==> src/rtl/axis_frame_gen.sv <==
// axis_frame_gen: AXI4-Stream Ethernet test frame generator with optional 802.1Q tag
// and an embedded 32-bit sequence number per frame.
module axis_frame_gen #(
  parameter int IFG_CYCLES = 2,
  parameter int MIN_LEN = 60,
  parameter int MAX_LEN = 1522
) (
  input  logic         axis_aclk,
  input  logic         rst,
  input  logic         start,
  input  logic         cont_mode,
  input  logic [47:0]  cfg_dst_mac,
  input  logic [47:0]  cfg_src_mac,
  input  logic [15:0]  cfg_ethertype,
  input  logic         cfg_vlan_en,
  input  logic [15:0]  cfg_vlan_tci,
  input  logic [10:0]  cfg_len,
  output logic         m_axis_tvalid,
  input  logic         m_axis_tready,
  output logic [255:0] m_axis_tdata,
  output logic [31:0]  m_axis_tkeep,
  output logic         m_axis_tlast,
  output logic         busy,
  output logic         frame_done,
  output logic [31:0]  seq_num
);
  typedef enum logic [1:0] {IDLE, SEND, GAP} state_t;
  // IDLE itself supplies one idle cycle, so GAP covers the remaining IFG_CYCLES-1
  localparam logic [15:0] GAP_LOAD = 16'(IFG_CYCLES > 1 ? IFG_CYCLES - 2 : 0);
  state_t state, state_n;
  logic launch, hs, fin, vlan;
  logic [5:0] beat, last_beat;
  logic [15:0] gap_cnt, ethertype, tci;
  logic [47:0] dst, src;
  logic [10:0] len, len_c, len_m1, hdr_len;
  logic [31:0] seq;
  logic [255:0] hdr;
  assign hs = m_axis_tvalid & m_axis_tready;
  assign fin = hs & m_axis_tlast;
  assign len_c = cfg_len < 11'(MIN_LEN) ? 11'(MIN_LEN) : cfg_len > 11'(MAX_LEN) ? 11'(MAX_LEN) : cfg_len;
  assign len_m1 = len_c - 11'd1;
  always_comb begin
    state_n = state;
    launch = 1'b0;
    case (state)
      IDLE: begin
        launch = start | cont_mode;
        state_n = launch ? SEND : IDLE;
      end
      SEND: if (fin) begin
        launch = (IFG_CYCLES == 0) && cont_mode;
        state_n = launch ? SEND : IFG_CYCLES > 1 ? GAP : IDLE;
      end
      GAP: state_n = gap_cnt == 16'd0 ? IDLE : GAP;
      default: state_n = IDLE;
    endcase
  end
  always_ff @(posedge axis_aclk) begin
    if (rst) begin
      state <= IDLE;
      beat <= '0;
      last_beat <= '0;
      gap_cnt <= '0;
      frame_done <= 1'b0;
      seq_num <= '0;
      dst <= '0;
      src <= '0;
      ethertype <= '0;
      tci <= '0;
      vlan <= 1'b0;
      len <= '0;
      seq <= '0;
    end else begin
      state <= state_n;
      frame_done <= fin;
      gap_cnt <= state == GAP ? gap_cnt - 16'd1 : GAP_LOAD;
      if (fin) seq_num <= seq_num + 32'd1;
      if (launch) begin
        dst <= cfg_dst_mac;
        src <= cfg_src_mac;
        ethertype <= cfg_ethertype;
        tci <= cfg_vlan_tci;
        vlan <= cfg_vlan_en;
        len <= len_c;
        last_beat <= len_m1[10:5];
        seq <= fin ? seq_num + 32'd1 : seq_num;
        beat <= '0;
      end else if (hs) begin
        beat <= beat + 6'd1;
      end
    end
  end
  assign m_axis_tvalid = state == SEND;
  assign busy = state != IDLE;
  assign m_axis_tlast = m_axis_tvalid && beat == last_beat;
  assign m_axis_tkeep = !m_axis_tvalid ? '0 : (!m_axis_tlast || len[4:0] == 5'd0) ? '1 : (32'd1 << len[4:0]) - 32'd1;
  assign hdr = vlan ? {dst, src, 16'h8100, tci, ethertype, seq, 80'h0} : {dst, src, ethertype, seq, 112'h0};
  assign hdr_len = vlan ? 11'd22 : 11'd18;
  for (genvar i = 0; i < 32; i++) begin : g_byte
    logic [10:0] b;
    assign b = {beat, 5'(i)};
    assign m_axis_tdata[8*i +: 8] = (!m_axis_tvalid || b >= len) ? 8'h00 :
                                    b < hdr_len ? hdr[8*(31 - int'(b[4:0])) +: 8] : b[7:0];
  end
endmodule
==> config.mk <==
export PLATFORM = sky130hd
export DESIGN_NAME = axis_frame_gen
export DESIGN_NICKNAME = d
export VERILOG_FILES = /design/src/rtl/axis_frame_gen.sv
export SDC_FILE = /design/constraint.sdc
export NUM_CORES = 1
export LEC_CHECK = 0
export BUFFER_PORTS_ARGS = -buffer_cell sky130_fd_sc_hd__buf_2
export CORE_ASPECT_RATIO = 0.5
export CORE_MARGIN = 2
export CORE_UTILIZATION = 52
export CTS_BUF_LIST = sky130_fd_sc_hd__clkbuf_8
export DETAILED_ROUTE_END_ITERATION = 6
export HOLD_SLACK_MARGIN = 0.03
export PLACE_DENSITY = 0.82
export SLEW_MARGIN = 20
export SYNTH_ARGS = -nofsm -noshare
export SYNTH_HDL_FRONTEND = slang
export SYNTH_SLANG_ARGS = --single-unit
export TNS_END_PERCENT = 20
==> constraint.sdc <==
create_clock -name axis_aclk -period 2.97 [get_ports axis_aclk]
set_input_delay 0.297 -clock axis_aclk [delete_from_list [all_inputs] [get_ports axis_aclk]]
set_output_delay 0.297 -clock axis_aclk [all_outputs]
set_load 0.03 [all_outputs]
# Word level (Yosys, flattened, before mapping)
# Index checks and enable logic that the tools add are counted.
[totals]
reg_bits = 235
latchBits = 0
mem_bits_rw = 0
romBits = 0
in_bits = 145
output_inout_bits = 324
elab_cells = 211
memories = 0
[op_classes]
n_addsub = 5
n_mul = 0
div_mod_pow = 0
n_lt_le_gt_ge = 66
eq_ne = 4
shift = 1
mux = 76
n_bitwise = 4
n_reduce_logical = 42
[ops]
columns = ["cell", "n"]
rows = [
  ["two-way mux 8 bit", 64],
  ["greater-or-equal comparator 11 bit", 32],
  ["< comparator 11 x 5 -> 1 bit", 32],
  ["two-way mux 160 bit", 1],
  ["two-way mux 32 bit", 3],
  ["logical OR 1 bit", 33],
  ["adder 32 x 1 -> 32 bit (second input constant)", 1],
  ["<< shifter 1 x 5 -> 32 bit (first input constant)", 1],
  ["subtractor 32 x 1 -> 32 bit (second input constant)", 1],
  ["two-way mux 11 bit", 2],
  ["logical NOT 16 bit", 1],
  ["subtractor 16 x 1 -> 16 bit (second input constant)", 1],
  ["greater-than comparator 11 bit (second input constant)", 1],
  ["< comparator 11 x 6 -> 1 bit (second input constant)", 1],
  ["subtractor 11 x 1 -> 11 bit (second input constant)", 1],
  ["adder 6 x 1 -> 6 bit (second input constant)", 1],
  ["== test 6 bit", 1],
  ["case mux 2 bit (3 select lines)", 1],
  ["logical NOT 5 bit", 1],
  ["two-way mux 2 bit", 2],
  ["OR reduction 2 bit", 2],
  ["two-way mux 3 bit", 1],
  ["AND 1 bit", 2],
  ["== test 2 x 1 -> 1 bit (second input constant)", 1],
  ["9 further kinds", 11],
]

# Longest topological paths before layout
# Gate-level depths: netlist of the first run.
[logic_depth]
depth_word = 6
mapped_depth = 10
ltp_nobuf = 9

# Worst setup path after synthesis of the first run
# OpenSTA, ideal clock, no wires.
[synth_timing]
path_kind = "reg-to-output"
from = "reg beat[0]"
to = "out m_axis_tdata[141]"
t_arrival_ps = 3101
required_time_ps = 2673
path_slack_ps = -428
path_stages_with_launch = 9
cell_sequence = "dfxtp_1 -> buf_2 -> inv_1 -> ha_1 -> nand2_1 -> or2_1 -> buf_2 -> a21oi_1 -> a2111oi_0"
[synth_between]
elab_chain_len = 3
[synth_lines]
columns = ["item", "line", "rtl"]
rows = [
  ["start, declared", "32", "logic [5:0] beat, last_beat;"],
  ["start signal, assigned", "89", "beat <= beat + 6'd1;"],
  ["< comparator 11 x 5 -> 1 bit or greater-or-equal comparator 11 bit (tied branches)", "103, 102", ""],
  ["two-way mux 8 bit or logical OR 1 bit (tied branches)", "103, 102", ""],
  ["two-way mux 8 bit (*)", "102", "assign m_axis_tdata[8*i +: 8] = (!m_axis_tvalid || b >= len) ? 8'h00 :"],
  ["end, declared", "20", "output logic [255:0] m_axis_tdata,"],
]
# Every way passes the cells marked *; elsewhere a longest branch is shown, timed or not.

# Final worst setup path of the first run
[layout_timing]
from = "reg beat[1]"
to = "out m_axis_tdata[30]"
# Same word-level chain as after synthesis.

==> results.py, run 1 <==
metrics = {
    "status": {
        "outcome": "complete, but fails checks",
        "violations": "DRC, setup timing",
    },
    "yosys": {
        "avgSynthCellArea_um2": 7.28,
        "yosysSeqAreaShare_pct": 37.0,
        "synth-edff-count": 0,
        "synthFlopType": "dfxtp_1",
        "synthAdderAreaFrac_pct": 1.18,
        "synth_mux_area_share_pct": 2.88,
        "syn-cell-area_mm2": 0.0127,
        "syn_inst": 1744,
        "async_flop_share_pct": 0,
        "synthXorXnorAreaFrac_pct": 4.02,
        "synth_top_family_by_area": "simple AND/OR/NAND/NOR gates",
        "synthSimpleGateAreaFrac_pct": 29.3,
        "ys_warn_count": 0,
        "synth_compound_area_share_pct": 18.4,
        "synth_cell_type_count": 66,
        "synth_seq_cells": 235,
    },
    "final_layout": {
        "post-route-cell-area_mm2": 0.0185,
        "regArea_mm2": 0.00473,
        "instances_no_fill": 2642,
        "layout_commonest_cell": "buf_2",
        "multiInputGateArea_mm2": 0.00789,
        "fillers": 1555,
        "area_growth_pct": 45.7,
        "layout_common_cells": "386 x buf_2, 328 x nand2_1, 253 x a21oi_1, 224 x dfxtp_1, 201 x nor2_1",
        "finalNetCount": 2453,
        "drive_gt1_share_pct": 32.8,
    },
    "worst_setup_path": {
        "arrival_ns": 2.82,
        "cp_max_fo": 12,
        "worstSetupPathType": "register to output port",
        "end_kind": "output port",
        "cp_data_required_time_ns": 2.67,
        "start_kind": "register",
    },
    "global_routing": {
        "grt_remaining_overflow": 0,
        "grtUsageTotal_pct": 38.9,
        "grt_pass1_vias": 14100,
        "grt_pass1_wl_mm": 78.7,
        "grt_max_degree": 97,
        "antenna_found_initial": 8,
    },
    "die": {
        "io_pins": 469,
        "fp.dieH_um": 115,
        "die_area_mm2": 0.0258,
        "placeableCoreArea_mm2": 0.0240,
        "num_rows": 40,
        "die_w_um": 225,
        "initial_core_util_pct": 53.0,
    },
    "clock_tree": {
        "cts_sinks": 235,
        "cts_buffers": 35,
        "htree_num_levels": 2,
        "root_buffer": "clkbuf_8",
        "clockBufferDepth": 3,
        "clk_pin_slew_ns": 0.07,
        "cts_tree": "built",
        "insertion_delay_ns": 0.57,
    },
    "sta": {
        "timing.final.crit_share_pct": 105,
        "worstMarginPinSlew_ns": 0.901,
        "rsz0062_at_grt": "yes",
        "drv_slew": 0,
        "fmax_mhz": 321,
        "timing.final.ws_setup_ns": -0.148,
        "setup_viol": 100,
        "hold_viol": 0,
        "hold_slack_ns": 0.0550,
        "skew_ns": 0.0413,
        "relSlewSlack_pct": 40.0,
        "min_period_ns": 3.12,
    },
    "placement": {
        "place_inst": 2426,
        "postPlaceCellArea_mm2": 0.0152,
        "io_buffers": 453,
        "dp_hpwl_mm": 35.4,
        "place_congestion": 0.996,
    },
    "drt": {
        "vias": 16300,
        "ant_nets": 0,
        "routed_wl_mm": 59.4,
        "dr.pass1.iters": 7,
        "wl_per_cell_um": 22.5,
        "drc": 6,
        "vias_per_cell": 6.18,
        "initialDrtViolationCount": 2431,
    },
    "pwr": {
        "pwr_density_cell_mw_per_mm2": 522,
        "p_leak_nw": 8.30,
        "ir_worst_vdd_v": 0.000243,
    },
    "hold_path": {
        "min_path_type": "primary input to register",
    },
    "flow_run": {
        "maxCapViolCount": 0,
    },
}
registers in the layout, summed over array words and instances, names as in the netlist, 6 cells and up:
signal and cells:
gap_cnt 16, seq 32, len 11, tci 16, seq_num 32, ethertype 16, src 48, beat 6
last_beat 6, dst 48
cells in the mapped netlist, types with 14 or more instances:
cell type,n,area share [%]
nand2_1,333,9.8
a21oi_1,279,11
dfxtp_1,235,37
nor2_1,219,6.5
clkbuf_1,101,3.0
and2_1,54,2.7
buf_4,43,2.5
nor3_1,43,1.7
a211oi_1,42,2.5
xnor2_1,40,2.8
mux2i_1,32,2.5
inv_1,26,0.77
nor2b_1,24,1.2
nor4_1,23,1.1
and3_1,22,1.1
o21ai_0,20,0.79
o21a_1,18,1.1
nand4_1,17,0.84
nand2b_1,14,0.69
nand3_1,14,0.55
critical path, cell delays in order, from the launching register on:
cell     delay, ns
dfxtp_2       0.39
buf_12        0.18
inv_1         0.10
ha_1          0.22
and2_4        0.21
buf_4         0.20
nor2_1        0.12
buf_6         0.22
a21oi_1       0.13
nor3_2        0.26
buf_4         0.23
worst paths after layout:
kind / slack, ns / end / from / cells after the start
max: -0.15 / m_axis_tdata[30] / beat[1]$_SDFFE_PP0P_ / 10
min: 0.06 / src[12]$_SDFFE_PP0P_ / cfg_src_mac[12] / 3
max reg2reg: 0.29 / src[5]$_SDFFE_PP0P_ / state[0]$_SDFFE_PP0P_ / 5
min reg2reg: 0.46 / src[40]$_SDFFE_PP0P_ / src[40]$_SDFFE_PP0P_ / 2
area by class of cell:
cell class / instances / share of cell area [%]
antenna: 8 / 0.108
clock buffer: 43 / 3.20
clock inverter: 17 / 0.629
inverter: 27 / 0.588
multi-input combinational: 1331 / 42.6
sequential: 235 / 25.5
tap: 315 / 2.13
timing repair buffer: 666 / 25.2
what timing repair did:
action	CTS	global route
hold buffers	120	1
pin swaps	5	49
gates cloned	0	3
endpoints found under the hold margin	120	1
buffers inserted	10	16
endpoints found under the setup margin	243	245
resized for setup	84	270
power breakdown:
group | switching [mW] | internal, mW
Combinational | 2.18 | 1.13
Sequential | 0.200 | 3.36
Clock | 1.37 | 1.41
stage by stage:
step / util (%) / total power, mW / worst slack (ns) / setup TNS [ns]
2_1_floorplan: - / 5.39 / -0.0458 / -0.0915
3_3_place_gp: 63.4 / 6.19 / 0.163 / 0
3_5_place_dp: 63.4 / 6.21 / 0.0844 / 0
4_1_cts: 72.9 / 9.13 / -0.0458 / -0.655
5_1_grt: 77.1 / 9.93 / -0.185 / -11.19
6_report: 77.2 / 9.65 / -0.148 / -4.57
cell families (layout without fill, tap and decap cells):
kind of cell             Yosys count  after routing
AO/OA/AOI/OAI                    408            408
adder cells (fa/ha/maj)           12             12
multiplexers                      36             36
other                              1             23
flip-flops                       235            235
XOR/XNOR                          51             51
AND/OR/NAND/NOR                  809            809
buffers and inverters            192            753
routing by layer:
| layer | up-vias | share of wire (%) | GRT usage (%) |
|---|---|---|---|
| li1 | 6994 | - | - |
| met1 | 7428 | 35 | 49.2 |
| met2 | 1454 | 43 | 62.2 |
| met3 | 460 | 14 | 9.60 |
| met4 | 4 | 7.8 | 20.1 |
| met5 | - | 0.069 | 0 |
No activity file was read; power rests on OpenSTA's default activity.
==> run 2: changes to the inputs <==
PLACE_DENSITY = not set   (was 0.82)
PLACE_DENSITY_LB_ADDON = 0.2   (was not set)
SLEW_MARGIN = not set   (was 20)
==> run 2 against run 1 <==
Compared with the run above:
- fmax is 2.1% higher
- clock power is 6% higher
- worst setup slack better by 0.063 ns
- the flow finishes with violations (setup timing)
- final area is 1.5% lower
- critical endpoint is now m_axis_tdata[20]
- critical path depth is 1 higher
- worst hold slack worse by 0.014 ns
==> results.py, run 2 (same netlist as run 1, synthesis figures left out) <==
metrics = {
    "global_routing": {
        "antenna_found_initial": 2,
        "grt_pass1_vias": 13800,
        "grt_max_degree": 80,
        "grtUsageTotal_pct": 38.1,
        "grt_remaining_overflow": 0,
        "global_route.usage.met3_pct": 7.95,
        "grt_pass1_wl_mm": 76.9,
        "use_met2_pct": 60.8,
        "grt.busiest_layer": "met2",
        "grt_use_met1_pct": 48.8,
    },
    "pwr": {
        "p_leak_nw": 8.26,
        "finalPower_mw": 9.66,
        "ir_worst_vdd_v": 0.000341,
        "pwr_density_cell_mw_per_mm2": 530,
    },
    "worst_setup_path": {
        "r2r-start": "state[1]$_SDFFE_PP0P_",
        "cp_data_required_time_ns": 2.67,
        "reg2reg_depth": 5,
        "arrival_ns": 2.76,
        "end_kind": "output port",
        "start_kind": "register",
        "cp_max_fo": 8,
        "worstSetupPathType": "register to output port",
        "worstReg2RegEnd": "dst[24]$_SDFFE_PP0P_",
        "ff2ff_setup_slack_ns": 0.52,
    },
    "clock_tree": {
        "root_buffer": "clkbuf_8",
        "cts_tree": "built",
        "cts_buffers": 36,
        "htree_num_levels": 2,
        "clk_pin_slew_ns": 0.07,
        "clockBufferDepth": 3,
        "cts_sinks": 235,
        "insertion_delay_ns": 0.55,
    },
    "die": {
        "num_rows": 40,
        "die_w_um": 225,
        "io_pins": 469,
        "die_area_mm2": 0.0258,
        "placeableCoreArea_mm2": 0.0240,
        "initial_core_util_pct": 53.0,
        "fp.dieH_um": 115,
    },
    "final_layout": {
        "layout_common_cells": "387 x buf_2, 325 x nand2_1, 260 x a21oi_1, 227 x dfxtp_1, 199 x nor2_1",
        "layout_commonest_cell": "buf_2",
        "fillers": 1754,
        "drive_gt1_share_pct": 31.3,
        "area_growth_pct": 43.4,
        "top_regs": "dst (48), src (48)",
        "finalNetCount": 2449,
    },
    "sta": {
        "fmax_mhz": 327,
        "setup_viol": 16,
        "skew_ns": 0.0258,
        "timing.final.ws_setup_ns": -0.0851,
        "relSlewSlack_pct": 32.1,
        "worstMarginPinSlew_ns": 1.02,
        "min_period_ns": 3.06,
        "fin_setup_tns_ns": -0.283,
        "timing.final.crit_share_pct": 103,
        "rsz0062_at_grt": "yes",
        "hold_slack_ns": 0.0408,
        "hold_viol": 0,
        "drv_slew": 0,
    },
    "drt": {
        "initialDrtViolationCount": 2164,
        "dr.pass1.iters": 6,
        "ant_nets": 0,
        "drc": 0,
        "vias_per_cell": 5.85,
        "wl_per_cell_um": 20.7,
        "routed_wl_mm": 54.6,
        "vias": 15400,
    },
    "placement": {
        "io_buffers": 453,
        "place_congestion": 1.03,
        "dp_hpwl_mm": 35.8,
    },
    "hold_path": {
        "hold-path-cell-count": 3,
        "hold_end": "dst[29]$_SDFFE_PP0P_",
        "min_path_type": "primary input to register",
        "min-delay-start": "cfg_dst_mac[29]",
    },
    "status": {
        "outcome": "complete, but fails checks",
        "violations": "setup timing",
    },
    "flow_run": {
        "maxCapViolCount": 0,
    },
}
run 2: metrics by stage:
| step | cells | setup WS (ns) | instance area [µm²] | util [%] |
|---|---|---|---|---|
| 4_1_cts | 2615 | -0.0970 | 17500 | 73.2 |
| 3_3_place_gp | 2426 | 0.233 | 15200 | 63.5 |
| 5_1_grt | 2629 | -0.262 | 18200 | 76.0 |
| 6_report | 2630 | -0.0851 | 18200 | 76.0 |
| 3_5_place_dp | 2426 | 0.199 | 15200 | 63.5 |
| 2_1_floorplan | 1758 | -0.0458 | 12800 | - |
run 2: final cells by class:
| type | instances | area [µm²] | share of cell area [%] |
|---|---|---|---|
| Clock inverter | 10 | 73.8 | 0.405 |
| Antenna cell | 1 | 2.50 | 0.0137 |
| Timing Repair Buffer | 660 | 4540 | 24.9 |
| Multi-Input combinational cell | 1332 | 7700 | 42.3 |
| Inverter | 27 | 106 | 0.584 |
| Sequential cell | 235 | 4720 | 25.9 |
| Tap cell | 315 | 394 | 2.16 |
| Clock buffer | 50 | 688 | 3.78 |
run 2: worst max-delay path by stage:
stage	end	startpoint	slack, ns	cells past startpoint
finish	m_axis_tdata[20]	len[7]$_SDFFE_PP0P_	-0.09	11
global route	m_axis_tdata[25]	beat[0]$_SDFFE_PP0P_	-0.26	10
CTS	m_axis_tdata[161]	len[9]$_SDFFE_PP0P_	-0.1	8
detailed placement	m_axis_tdata[16]	beat[4]$_SDFFE_PP0P_	0.20	8
global placement	m_axis_tdata[102]	beat[4]$_SDFFE_PP0P_	0.23	8
floorplan	m_axis_tdata[141]	beat[0]$_SDFFE_PP0P_	-0.05	8
run 2: what timing repair did:
action	4_1_cts	5_1_grt
pin swaps	4	22
setup buffers	5	10
hold endpoints to repair	124	0
hold buffers	124	0
cloned	0	4
resized for setup	77	188
endpoints found under the setup margin	203	248
run 2: per-layer routing:
layer	part of all wire (%)	wire, µm
met1	39	21500
met2	45	24600
met3	9.7	5280
met4	5.8	3150
met5	0	0
run 2: where the power goes:
group	switching, mW	total (mW)	internal (mW)	leakage, nW
registers	0.175	3.54	3.36	1.93
logic	2.08	3.18	1.09	5.91
clock network	1.36	2.94	1.58	0.415
total	3.62	9.66	6.04	8.26
run 2: critical path, cell delays in order (launching register included):
cell      delay (ns)
dfxtp_2         0.33
inv_2           0.05
ha_1            0.28
nand4_1         0.13
buf_4           0.16
o211a_4         0.20
o211ai_1        0.15
buf_4           0.19
buf_12          0.14
a21oi_4         0.20
and2_4          0.25
buf_6           0.15
